$ cat config.mk
export PLATFORM = sky130hd
export DESIGN_NAME = uart_rx_fifo
export DESIGN_NICKNAME = d
export VERILOG_FILES = /design/src/rtl/uart_rx_fifo.sv
export SDC_FILE = /design/constraint.sdc
export NUM_CORES = 1
export LEC_CHECK = 0
export ABC_AREA = 0
export CAP_MARGIN = 20
export CORE_MARGIN = 3
export CORE_UTILIZATION = 50
export CTS_CLUSTER_DIAMETER = 30
export DETAILED_ROUTE_END_ITERATION = 8
export PLACE_DENSITY = 0.69
export SLEW_MARGIN = 10
export SYNTH_ARGS = -nofsm -noshare
export SYNTH_HDL_FRONTEND = slang
export SYNTH_SLANG_ARGS = --single-unit
$ cat constraint.sdc
create_clock -name clk -period 2.4 [get_ports clk]
set_clock_uncertainty 0.1 [all_clocks]
set_input_delay 0.48 -clock clk [delete_from_list [all_inputs] [get_ports clk]]
set_output_delay 0.48 -clock clk [all_outputs]
set_load 0.01 [all_outputs]
$ cat src/rtl/uart_rx_fifo.sv
// UART receiver with 3-sample majority voting, optional parity, 1/2 stop bits
// and a first-word-fall-through FIFO that tags each word with parity/framing errors.
module uart_rx_fifo #(
    parameter int C_CLK_FRQ         = 100_000_000,
    parameter int C_UART_RATE       = 1_000_000,
    parameter int C_UART_DATA_WIDTH = 8,
    parameter int C_UART_PARITY     = 1,
    parameter int C_UART_STOP       = 1,
    parameter int C_FIFO_DEPTH      = 16
) (
    input  logic                            clk,
    input  logic                            rstb,
    input  logic                            rx,
    output logic [C_UART_DATA_WIDTH-1:0]    m_data,
    output logic                            m_perr,
    output logic                            m_ferr,
    output logic                            m_valid,
    input  logic                            m_ready,
    output logic                            overrun,
    output logic                            break_det,
    output logic [$clog2(C_FIFO_DEPTH):0]   fill
);

    localparam int C_PERIOD = C_CLK_FRQ / C_UART_RATE;
    localparam int CW       = $clog2(C_PERIOD);
    localparam int BW       = $clog2(C_UART_DATA_WIDTH);
    localparam int AW       = $clog2(C_FIFO_DEPTH);
    localparam int FW       = AW + 1;
    localparam int EW       = C_UART_DATA_WIDTH + 2;

    localparam logic [CW-1:0] SMP0     = CW'(C_PERIOD / 2 - 1);
    localparam logic [CW-1:0] SMP1     = CW'(C_PERIOD / 2);
    localparam logic [CW-1:0] SMP2     = CW'(C_PERIOD / 2 + 1);
    localparam logic [CW-1:0] CNT_LAST = CW'(C_PERIOD - 1);
    localparam logic [BW-1:0] DATA_LAST = BW'(C_UART_DATA_WIDTH - 1);
    localparam logic [BW-1:0] STOP_LAST = BW'(C_UART_STOP - 1);
    localparam logic [FW-1:0] FULL_CNT  = FW'(C_FIFO_DEPTH);
    localparam logic          HAS_PAR   = (C_UART_PARITY != 0);
    localparam logic          ODD_PAR   = (C_UART_PARITY == 2);

    typedef enum logic [2:0] {
        IDLE,
        START,
        DATA,
        PARITY,
        STOP,
        CHECK,
        WAITHI
    } state_t;

    state_t state, next_state;

    logic                         rx_meta, rx_sync;
    logic [CW-1:0]                cnt;
    logic                         smp0, smp1;
    logic                         vote, sample_pt;
    logic [BW-1:0]                bit_cnt;
    logic [C_UART_DATA_WIDTH-1:0] shreg;
    logic                         perr, ferr, any_one;
    logic                         push, brk_evt;

    logic [EW-1:0]                mem [C_FIFO_DEPTH];
    logic [AW-1:0]                wr_ptr, rd_ptr;
    logic [FW-1:0]                count;
    logic                         full, pop, push_ok;

    // Two-flop synchroniser; idle-high reset so a reset never looks like a start bit.
    always_ff @(posedge clk) begin
        if (!rstb) begin
            rx_meta <= 1'b1;
            rx_sync <= 1'b1;
        end else begin
            rx_meta <= rx;
            rx_sync <= rx_meta;
        end
    end

    assign sample_pt = (cnt == SMP2);
    assign vote      = (smp0 & smp1) | (smp0 & rx_sync) | (smp1 & rx_sync);

    // The bit-cycle counter runs continuously across bit states so that state
    // changes right after a sample do not disturb the bit grid.
    always_ff @(posedge clk) begin
        if (!rstb) begin
            cnt  <= '0;
            smp0 <= 1'b1;
            smp1 <= 1'b1;
        end else begin
            if (state == START || state == DATA || state == PARITY || state == STOP)
                cnt <= (cnt == CNT_LAST) ? '0 : cnt + CW'(1);
            else
                cnt <= '0;
            if (cnt == SMP0) smp0 <= rx_sync;
            if (cnt == SMP1) smp1 <= rx_sync;
        end
    end

    always_ff @(posedge clk) begin
        if (!rstb) begin
            bit_cnt <= '0;
            shreg   <= '0;
            perr    <= 1'b0;
            ferr    <= 1'b0;
            any_one <= 1'b0;
        end else begin
            case (state)
                IDLE: begin
                    bit_cnt <= '0;
                    perr    <= 1'b0;
                    ferr    <= 1'b0;
                    any_one <= 1'b0;
                end
                DATA: if (sample_pt) begin
                    shreg   <= {vote, shreg[C_UART_DATA_WIDTH-1:1]};
                    any_one <= any_one | vote;
                    bit_cnt <= (bit_cnt == DATA_LAST) ? '0 : bit_cnt + BW'(1);
                end
                PARITY: if (sample_pt) begin
                    perr    <= vote ^ (^shreg) ^ ODD_PAR;
                    any_one <= any_one | vote;
                end
                STOP: if (sample_pt) begin
                    if (!vote) ferr <= 1'b1;
                    any_one <= any_one | vote;
                    bit_cnt <= bit_cnt + BW'(1);
                end
                default: ;
            endcase
        end
    end

    always_ff @(posedge clk) begin
        if (!rstb) state <= IDLE;
        else       state <= next_state;
    end

    always_comb begin
        next_state = state;
        case (state)
            IDLE:    if (!rx_sync) next_state = START;
            START:   if (sample_pt) next_state = vote ? IDLE : DATA;
            DATA:    if (sample_pt && bit_cnt == DATA_LAST) next_state = HAS_PAR ? PARITY : STOP;
            PARITY:  if (sample_pt) next_state = STOP;
            STOP:    if (sample_pt && bit_cnt == STOP_LAST) next_state = CHECK;
            CHECK:   next_state = (!any_one || ferr) ? WAITHI : IDLE;
            WAITHI:  if (rx_sync) next_state = IDLE;
            default: next_state = IDLE;
        endcase
    end

    always_comb begin
        push    = 1'b0;
        brk_evt = 1'b0;
        if (state == CHECK) begin
            push    = any_one;
            brk_evt = !any_one;
        end
    end

    assign full    = (count == FULL_CNT);
    assign pop     = m_valid && m_ready;
    assign push_ok = push && (!full || pop);

    always_ff @(posedge clk) begin
        if (push_ok) mem[wr_ptr] <= {perr, ferr, shreg};
    end

    // A push into a full FIFO still succeeds when the head is popped on the same edge.
    always_ff @(posedge clk) begin
        if (!rstb) begin
            wr_ptr    <= '0;
            rd_ptr    <= '0;
            count     <= '0;
            overrun   <= 1'b0;
            break_det <= 1'b0;
        end else begin
            if (push_ok) wr_ptr <= wr_ptr + AW'(1);
            if (pop)     rd_ptr <= rd_ptr + AW'(1);
            case ({push_ok, pop})
                2'b10:   count <= count + FW'(1);
                2'b01:   count <= count - FW'(1);
                default: ;
            endcase
            overrun   <= push && full && !pop;
            break_det <= brk_evt;
        end
    end

    assign m_valid = (count != '0);
    assign fill    = count;
    assign m_data  = m_valid ? mem[rd_ptr][C_UART_DATA_WIDTH-1:0] : '0;
    assign m_perr  = m_valid ? mem[rd_ptr][EW-1] : 1'b0;
    assign m_ferr  = m_valid ? mem[rd_ptr][EW-2] : 1'b0;

endmodule
==> Yosys cells after proc, flatten, opt, wreduce, memory -nomap -nowiden <==
Memories as Yosys holds them, arrays and structs flattened. A register that Yosys moved wholly into a read port is not among the register bits.
Index checks and enable logic that the tools add are counted.
{ "word_totals": {"in_bits": 4, "rom_bits": 0, "output_inout_bits": 18, "mem_bits_rw": 160, "wordCells": 117, "latchBits": 0, "mem_count": 1, "regBits": 43} }
{ "classes": {"eq_ne": 24, "bitwise_logic": 9, "reduce_logical": 32, "n_div": 0, "mul": 0, "add_sub_neg": 6, "magnitude_cmp": 0, "n_shift": 0, "muxes": 29} }
{ "mem_list": {"columns": ["memory", "words", "width", "read_ports", "rd_clocked_by_memory_dff", "wr", "line", "rtl"], "rows": [
  ["mem", 16, 10, 1, 1, 1, "62", "logic [EW-1:0] mem [C_FIFO_DEPTH];"]
]} }
{ "ops": {"columns": ["operator", "count"], "rows": [
  ["3-bit 2-to-1 mux", 10],
  ["7-bit by 6-bit equality test with 1-bit output (second input constant)", 3],
  ["3-bit case mux with 7 select lines", 1],
  ["2-bit != test (second input constant)", 7],
  ["3-bit equality test (second input constant)", 4],
  ["5-bit case mux with 2 select lines", 1],
  ["1-bit 2-to-1 mux", 9],
  ["3-bit case mux with 3 select lines", 1],
  ["4-bit by 1-bit adder with 4-bit output (second input constant)", 2],
  ["4-bit 2-to-1 mux", 2],
  ["8-bit 2-to-1 mux", 1],
  ["2-bit AND reduction", 4],
  ["2-bit nonzero test", 4],
  ["8-bit XOR reduction", 1],
  ["7-bit by 1-bit adder with 7-bit output (second input constant)", 1],
  ["7-bit equality test (second input constant)", 1],
  ["3-bit by 2-bit equality test with 1-bit output (second input constant)", 2],
  ["1-bit logical AND", 6],
  ["3-bit logical NOT", 2],
  ["2-bit by 1-bit != test with 1-bit output (second input constant)", 3],
  ["1-bit case mux with 2 select lines", 3],
  ["3-bit AND reduction", 2],
  ["6-bit AND reduction", 1],
  ["3-bit OR reduction", 2],
  ["other kinds (16)", 27]
]} }

==> Longest topological paths before layout <==
Gate-level depths: netlist of the first run.
{ "depth": {"word_depth": 6, "depth_mapped": 10, "mapped_depth_nobuf": 9} }

==> Worst setup path after synthesis of the first run <==
OpenSTA, ideal clock, no wires.
{ "synth_path": {"kind": "register to register", "from": "register state[1]", "to": "memory mem[4][0] in the netlist's numbering (enable)", "setup_time_ps": 390, "stages_incl_launch_ff": 7, "synth_period_minus_slack_ps": 2479, "path_slack_ps": -79, "arrival_time_ps": 1989, "cell_sequence": "dfxtp_1 > clkbuf_1 > nand4b_1 > a31oi_1 > buf_2 > nand2_1 > nor3_1"} }
{ "synth_between": {"elab_chain_cells": 5} }
{ "synth_rtl": {"columns": ["item", "line", "rtl"], "rows": [
  ["start: declaration", "51", "state_t state, next_state;"],
  ["start signal: assignment", "134", "else state <= next_state;"],
  ["3-bit equality test", "154", "if (state == CHECK) begin"],
  ["1-bit 2-to-1 mux", "154", null],
  ["1-bit logical AND", "162", "assign push_ok = push && (!full || pop);"],
  ["1-bit 2-to-1 mux", "165", "if (push_ok) mem[wr_ptr] <= {perr, ferr, shreg};"],
  ["1-bit 2-to-1 mux (implied by the code)", "165", null],
  ["end: declaration", "62", null]
]} }
Every way passes these cells.

==> results of run 1 <==
## report_power, final
group,leakage (nW),switching (mW),total (mW),internal (mW)
sequential,1.88,0.0892,3.98,3.89
clock,0.615,1.79,5.15,3.36
combinational,1.34,1.02,2.43,1.41
total,3.84,2.90,11.6,8.65
## worst max-delay path, cell delays in order, from the launching register on
cell	delay, ps
dfxtp_4	410
buf_12	130
buf_12	130
mux4_2	510
mux4_2	490
and2_4	150
buf_6	110
## per-layer routing
| layer | share of wire (%) | GRT usage (%) |
|---|---|---|
| met1 | 42 | 27.71 |
| met2 | 50 | 34.25 |
| met3 | 5.8 | 4.743 |
| met4 | 2.3 | 7.594 |
| met5 | 0 | 0 |
## area by class of cell
cell class                 instances  area (um2)  share of cell area, %
clock buffer                      40       958.4                  8.890
clock inverter                    29       294.0                  2.727
inverter                          18       67.56                 0.6267
multi-input combinational        271        2643                  24.51
sequential                       207        5749                  53.33
tap                              220       275.3                  2.553
timing repair buffer              71       793.3                  7.358
## cells by family (layout without fill, tap and decap cells)
group           count (synthesis)  count (layout)  share of synthesized area [%]
flops                         207             207                          66.87
mux                            64              64                          15.29
xor+xnor                       21              21                          2.301
fa+ha+maj                      14              14                          2.010
buf+inv                        41             158                          2.344
compound gates                 46              46                          3.597
simple gates                  126             126                          7.587
## placed cells by master, fill, tap and decap left out, types with 5 or more instances in the layout
cell / count
edfxtp_1: 160
mux4_2: 48
dfxtp_1: 46
nor2_1: 42
clkbuf_16: 38
buf_4: 30
nand2_1: 18
inv_1: 17
buf_12: 16
mux2i_1: 12
o21ai_0: 12
ha_1: 12
nor3_1: 11
xnor2_1: 11
buf_6: 11
and2_1: 10
clkdlybuf4s50_1: 10
xor2_1: 9
a21oi_1: 9
and2_4: 8
clkinv_2: 8
nand3_1: 7
inv_6: 5
clkinv_4: 5
## registers in the layout, summed over array words and instances (netlist names), named ones only
signal	count
bit_cnt	3
overrun	1
any_one	1
smp1	1
smp0	1
rd_ptr	4
rx_sync	1
wr_ptr	4
state	3
fill	5
rx_meta	1
mem	160
ferr	1
perr	1
cnt	7
shreg	8
break_det	1
## metrics by stage
step           instances  TNS (ps)  utilization [%]  worst slack (ps)
6_report             856     -5859            64.55            -617.2
5_1_grt              856     -6543            64.55            -677.4
4_1_cts              858     -6396            64.68            -681.5
3_5_place_dp         781     -6760            56.51            -475.0
3_3_place_gp         781     -8138            56.51            -463.1
2_1_floorplan        519     -3228                -            -79.28
## how the worst min path moves through the flow
stage | endpoint | slack (ps) | cells past startpoint
floorplan | rx_sync | 290 | 1
detailed placement | rx_sync | 310 | 1
global route | rx_sync | 340 | 1
finish | rx_sync | 320 | 1
CTS | rx_sync | 320 | 1
global placement | rx_sync | 290 | 1
## what timing repair did
item                       CTS  global route
gates cloned                 2             0
setup endpoints to repair   11            12
gates resized for setup     72            15
buffers inserted             6             1
pin swaps                   10             2
==> flow_summary.ini, run 1 <==
[finish]
area_growth_pct = 25.47
diodes = 0
fill_cells = 1157
fin_area_um2 = 10780
drive_above_1_share_pct = 30.35
final_net_count = 624

[clock_tree]
insertion_delay_ps = 500
ctsHoldBuffers = 0
cts_root_buf = clkbuf_16
clockBufferDepth = 3
cts_tree = built
clk_pin_slew_ps = 60
cts_sinks = 207
ctsHtreeMaxLevel = 2
cts_made_buffers = 38

[power_and_ir_drop]
leakagePower_nw = 3.837
power_density_nw_per_um2 = 1072
peakVddDrop_mv = 0.6763
totalPowerFinal_mw = 11.56

[timing]
fin_crit_sh_pct = 125.7
rsz0062_at_grt = true
setup_viol = 10
worst_slack_ps = -617.2
final_max_slew_viol_count = 0
finalCriticalPeriod_ps = 3017
hold_viol_final = 0
whs_ps = 318.1
fmax_mhz = 331.4
maxSlewHeadroom_pct = 52.19
tightestPinTransition_ps = 716.2

[route]
vias = 4836
first_iter_violations = 394
wl_mm = 18.71
drcViolationCount = 0
wl_per_cell_um = 21.86
dr.pass1.iters = 4
ant_nets = 0
vias_per_cell = 5.650

[placement]
hpwl_mm = 11.00
dpl_cell_area_um2 = 9438
numPortBuffers = 21
gp_congestion = 0.8407

[die]
die_w_um = 137.1
ios = 22
start_util_pct = 51.45
fp.coreArea_um2 = 16700
die_height_um = 137.1
fp-row-count = 47
dieArea_um2 = 18790

[setup_path]
end_kind = output port
worstPathArrival_ps = 2440
crit_end = m_ferr
rrSetupSlack_ps = 180
worstReg2RegEnd = fill[4]
reg2reg_depth = 10
crit_path_max_fanout = 8
path_class = reg2out
worstPathRequired_ps = 1820
startpoint_type = flip-flop
reg2reg_from = fill[2]

[global_routing]
globalRouteTotalUtil_pct = 20.94
grt_overflow = 0
grt_max_degree = 29
antenna_found_initial = 0
grt_first_pass_wirelength_mm = 29.06
grt_pass1_vias = 5102

[run_status]
violations = setup timing
status = complete, but fails checks

[yosys]
syn_inst = 519
synth_most_common_cell = edfxtp_1
synth_commonest_cells = edfxtp_1 (160), dfxtp_1 (47), nor2_1 (42)
netlist_area_um2 = 8592
synth_cell_types = 59
synth_top_area_share_pct = 55.92
avgSynthCellArea_um2 = 16.55
yosys_warnings = 0
synthTopCellsByArea = edfxtp_1 (56%), dfxtp_1 (11%), mux4_2 (10%)
synthesis.nets = 536
ys_ff_latch = 207
synth_edf_count = 160
post-synth-top-area-cell = edfxtp_1
synth_top_flop_cell = edfxtp_1
synth_seq_area_share_pct = 66.87
synthArstFlopShare_pct = 0

[worst_hold_path]
holdCritPathClass = reg2reg
min_from = rx_meta

[run]
maxCapViolations = 0
Note: power is estimated with default switching activity, not from simulation.
==> run 2, diff against run 1 <==
--- a/config.mk
+++ b/config.mk
@@ -16,3 +16,4 @@
 export SYNTH_ARGS = -nofsm -noshare
 export SYNTH_HDL_FRONTEND = slang
 export SYNTH_SLANG_ARGS = --single-unit
+export TNS_END_PERCENT = 1
==> constraint.sdc (replaced) <==
create_clock -name clk -period 2.4 [get_ports clk]
set_clock_uncertainty 0.1 [all_clocks]
set_input_delay 0.48 -clock clk [delete_from_list [all_inputs] [get_ports clk]]
set_output_delay 0.48 -clock clk [all_outputs]
set_load 0.1 [all_outputs]
==> flow_summary.ini, run 2 (synthesis results as in run 1) <==
[run_status]
status = complete, but fails checks
violations = setup timing

[power_and_ir_drop]
clkPwrFrac_pct = 39.9
peakVddDrop_mv = 1.348
swShare_pct = 31.17
totalPowerFinal_mw = 13.14
combPwrFrac_pct = 29.5
power_switching_mw = 4.097
leakagePower_nw = 3.926
internal-power_mw = 9.047
power_density_nw_per_um2 = 1196
pwr-share-seq_pct = 30.5

[timing]
finalCriticalPeriod_ps = 3102
maxSlewHeadroom_pct = 53.52
fin_crit_sh_pct = 129.2
hold_viol_final = 0
fmax_mhz = 322.4
tightestPinTransition_ps = 696.2
setup_viol = 11
worst_slack_ps = -701.9
rsz0062_at_grt = true
final_max_slew_viol_count = 0

[clock_tree]
cts_tree = built
cts_sinks = 207
ctsHtreeMaxLevel = 2
cts_made_buffers = 39
insertion_delay_ps = 500
cts_root_buf = clkbuf_16
clk_pin_slew_ps = 50
clockBufferDepth = 3

[finish]
reg.largest.list = mem: 160 flops, shreg: 8 flops, cnt: 7 flops
layout_common_cells = edfxtp_1 (160), nor2_1 (42), dfxtp_1 (41), clkbuf_16 (41), mux4_2 (39)
final_common_cell = edfxtp_1
largest_reg_flops = 160
final_net_count = 618
drive_above_1_share_pct = 31.70
area_growth_pct = 27.93
fill_cells = 1161
diodes = 0
top_register = mem

[global_routing]
grt_first_pass_wirelength_mm = 28.82
globalRouteTotalUtil_pct = 20.86
antenna_found_initial = 0
grt_max_degree = 41
grt_overflow = 0
grt_pass1_vias = 5039

[placement]
dp_slack_ps = -287.8
gp_congestion = 0.8309
numPortBuffers = 21
hpwl_mm = 11.01

[route]
wl_per_cell_um = 21.76
dr.pass1.iters = 5
ant_nets = 0
wl_mm = 18.52
drcViolationCount = 0
vias_per_cell = 5.731
vias = 4877
first_iter_violations = 328

[die]
ios = 22
fp.coreArea_um2 = 16700
die_w_um = 137.1
fp-row-count = 47
die_height_um = 137.1
dieArea_um2 = 18790
start_util_pct = 51.45

[setup_path]
crit_path_max_fanout = 6
reg2reg_from = any_one
rrSetupSlack_ps = 80
reg2reg_depth = 9
startpoint_type = flip-flop
worstPathArrival_ps = 2520
path_class = reg2out
end_kind = output port
worstReg2RegEnd = fill[4]
worstPathRequired_ps = 1820

[run]
maxCapViolations = 0

[worst_hold_path]
whs_endpoint = rx_sync
min_from = rx_meta
holdCritPathClass = reg2reg
min_path_cells = 1
[run 2: critical path, stage by stage (launching register included)]
cell and delay (ps):
dfxtp_4 400, buf_6 150, buf_16 140, mux4_2 510, mux4_2 480, and2_4 180, buf_12 160
[run 2: timing repair]
action,in CTS,in global routing
hold buffers,0,0
endpoints found under the setup margin,11,40
gates resized for setup,8,4
buffers inserted,4,0
gates cloned,3,0
pin swaps,0,1
[run 2: worst max-delay path by stage]
stage	endpoint	slack, ps	cells after the start
final	m_ferr	-700	6
after global routing	m_data[5]	-760	6
after CTS	m_data[3]	-700	6
after detailed placement	fill[4]	-290	10
after global placement	m_data[0]	-220	5
after floorplan	fill[4]	-90	9
[run 2: area by class of cell]
class	count	area (um2)	share of cell area, %
clock buffers	41	1026	9.334
clock inverters	30	269.0	2.447
inverters	18	67.56	0.6147
multi-input cells	271	2708	24.63
flip-flops and latches	207	5758	52.38
well taps	220	275.3	2.504
repair buffers	64	888.4	8.082
[run 2: stage by stage]
step	hold slack [ps]	area (um2)	util [%]	setup TNS, ps	instances
after floorplan	286.3	8655	-	-5405	519
after global placement	291.2	9574	57.33	-7207	774
after detailed placement	297.5	9574	57.33	-11990	774
after CTS	307.7	10990	65.81	-7080	852
after global routing	314.7	10990	65.82	-7652	851
final	305.2	10990	65.82	-6896	851
[run 2: routing by layer]
metal  routed length, um  part of all wire (%)  vias up  GRT usage [%]
met2                9312                    50      187          34.66
met1                7573                    41     2453          27.25
met5                   0                     0        -              0
met3                1210                   6.5       35          4.926
met4                 418                   2.3        0          6.984
li1                    -                     -     2202              -
[run 2: power by group through the flow]
| stage | Combinational [mW] | Sequential, mW | Clock (mW) |
|---|---|---|---|
| floorplan | 2.39 | 4.27 | 0 |
| global placement | 3.61 | 4.06 | 0 |
| detailed placement | 3.66 | 4.06 | 0 |
| CTS | 3.92 | 4.00 | 5.31 |
| global route | 4.06 | 4.02 | 5.53 |
| finish | 3.88 | 4.01 | 5.25 |
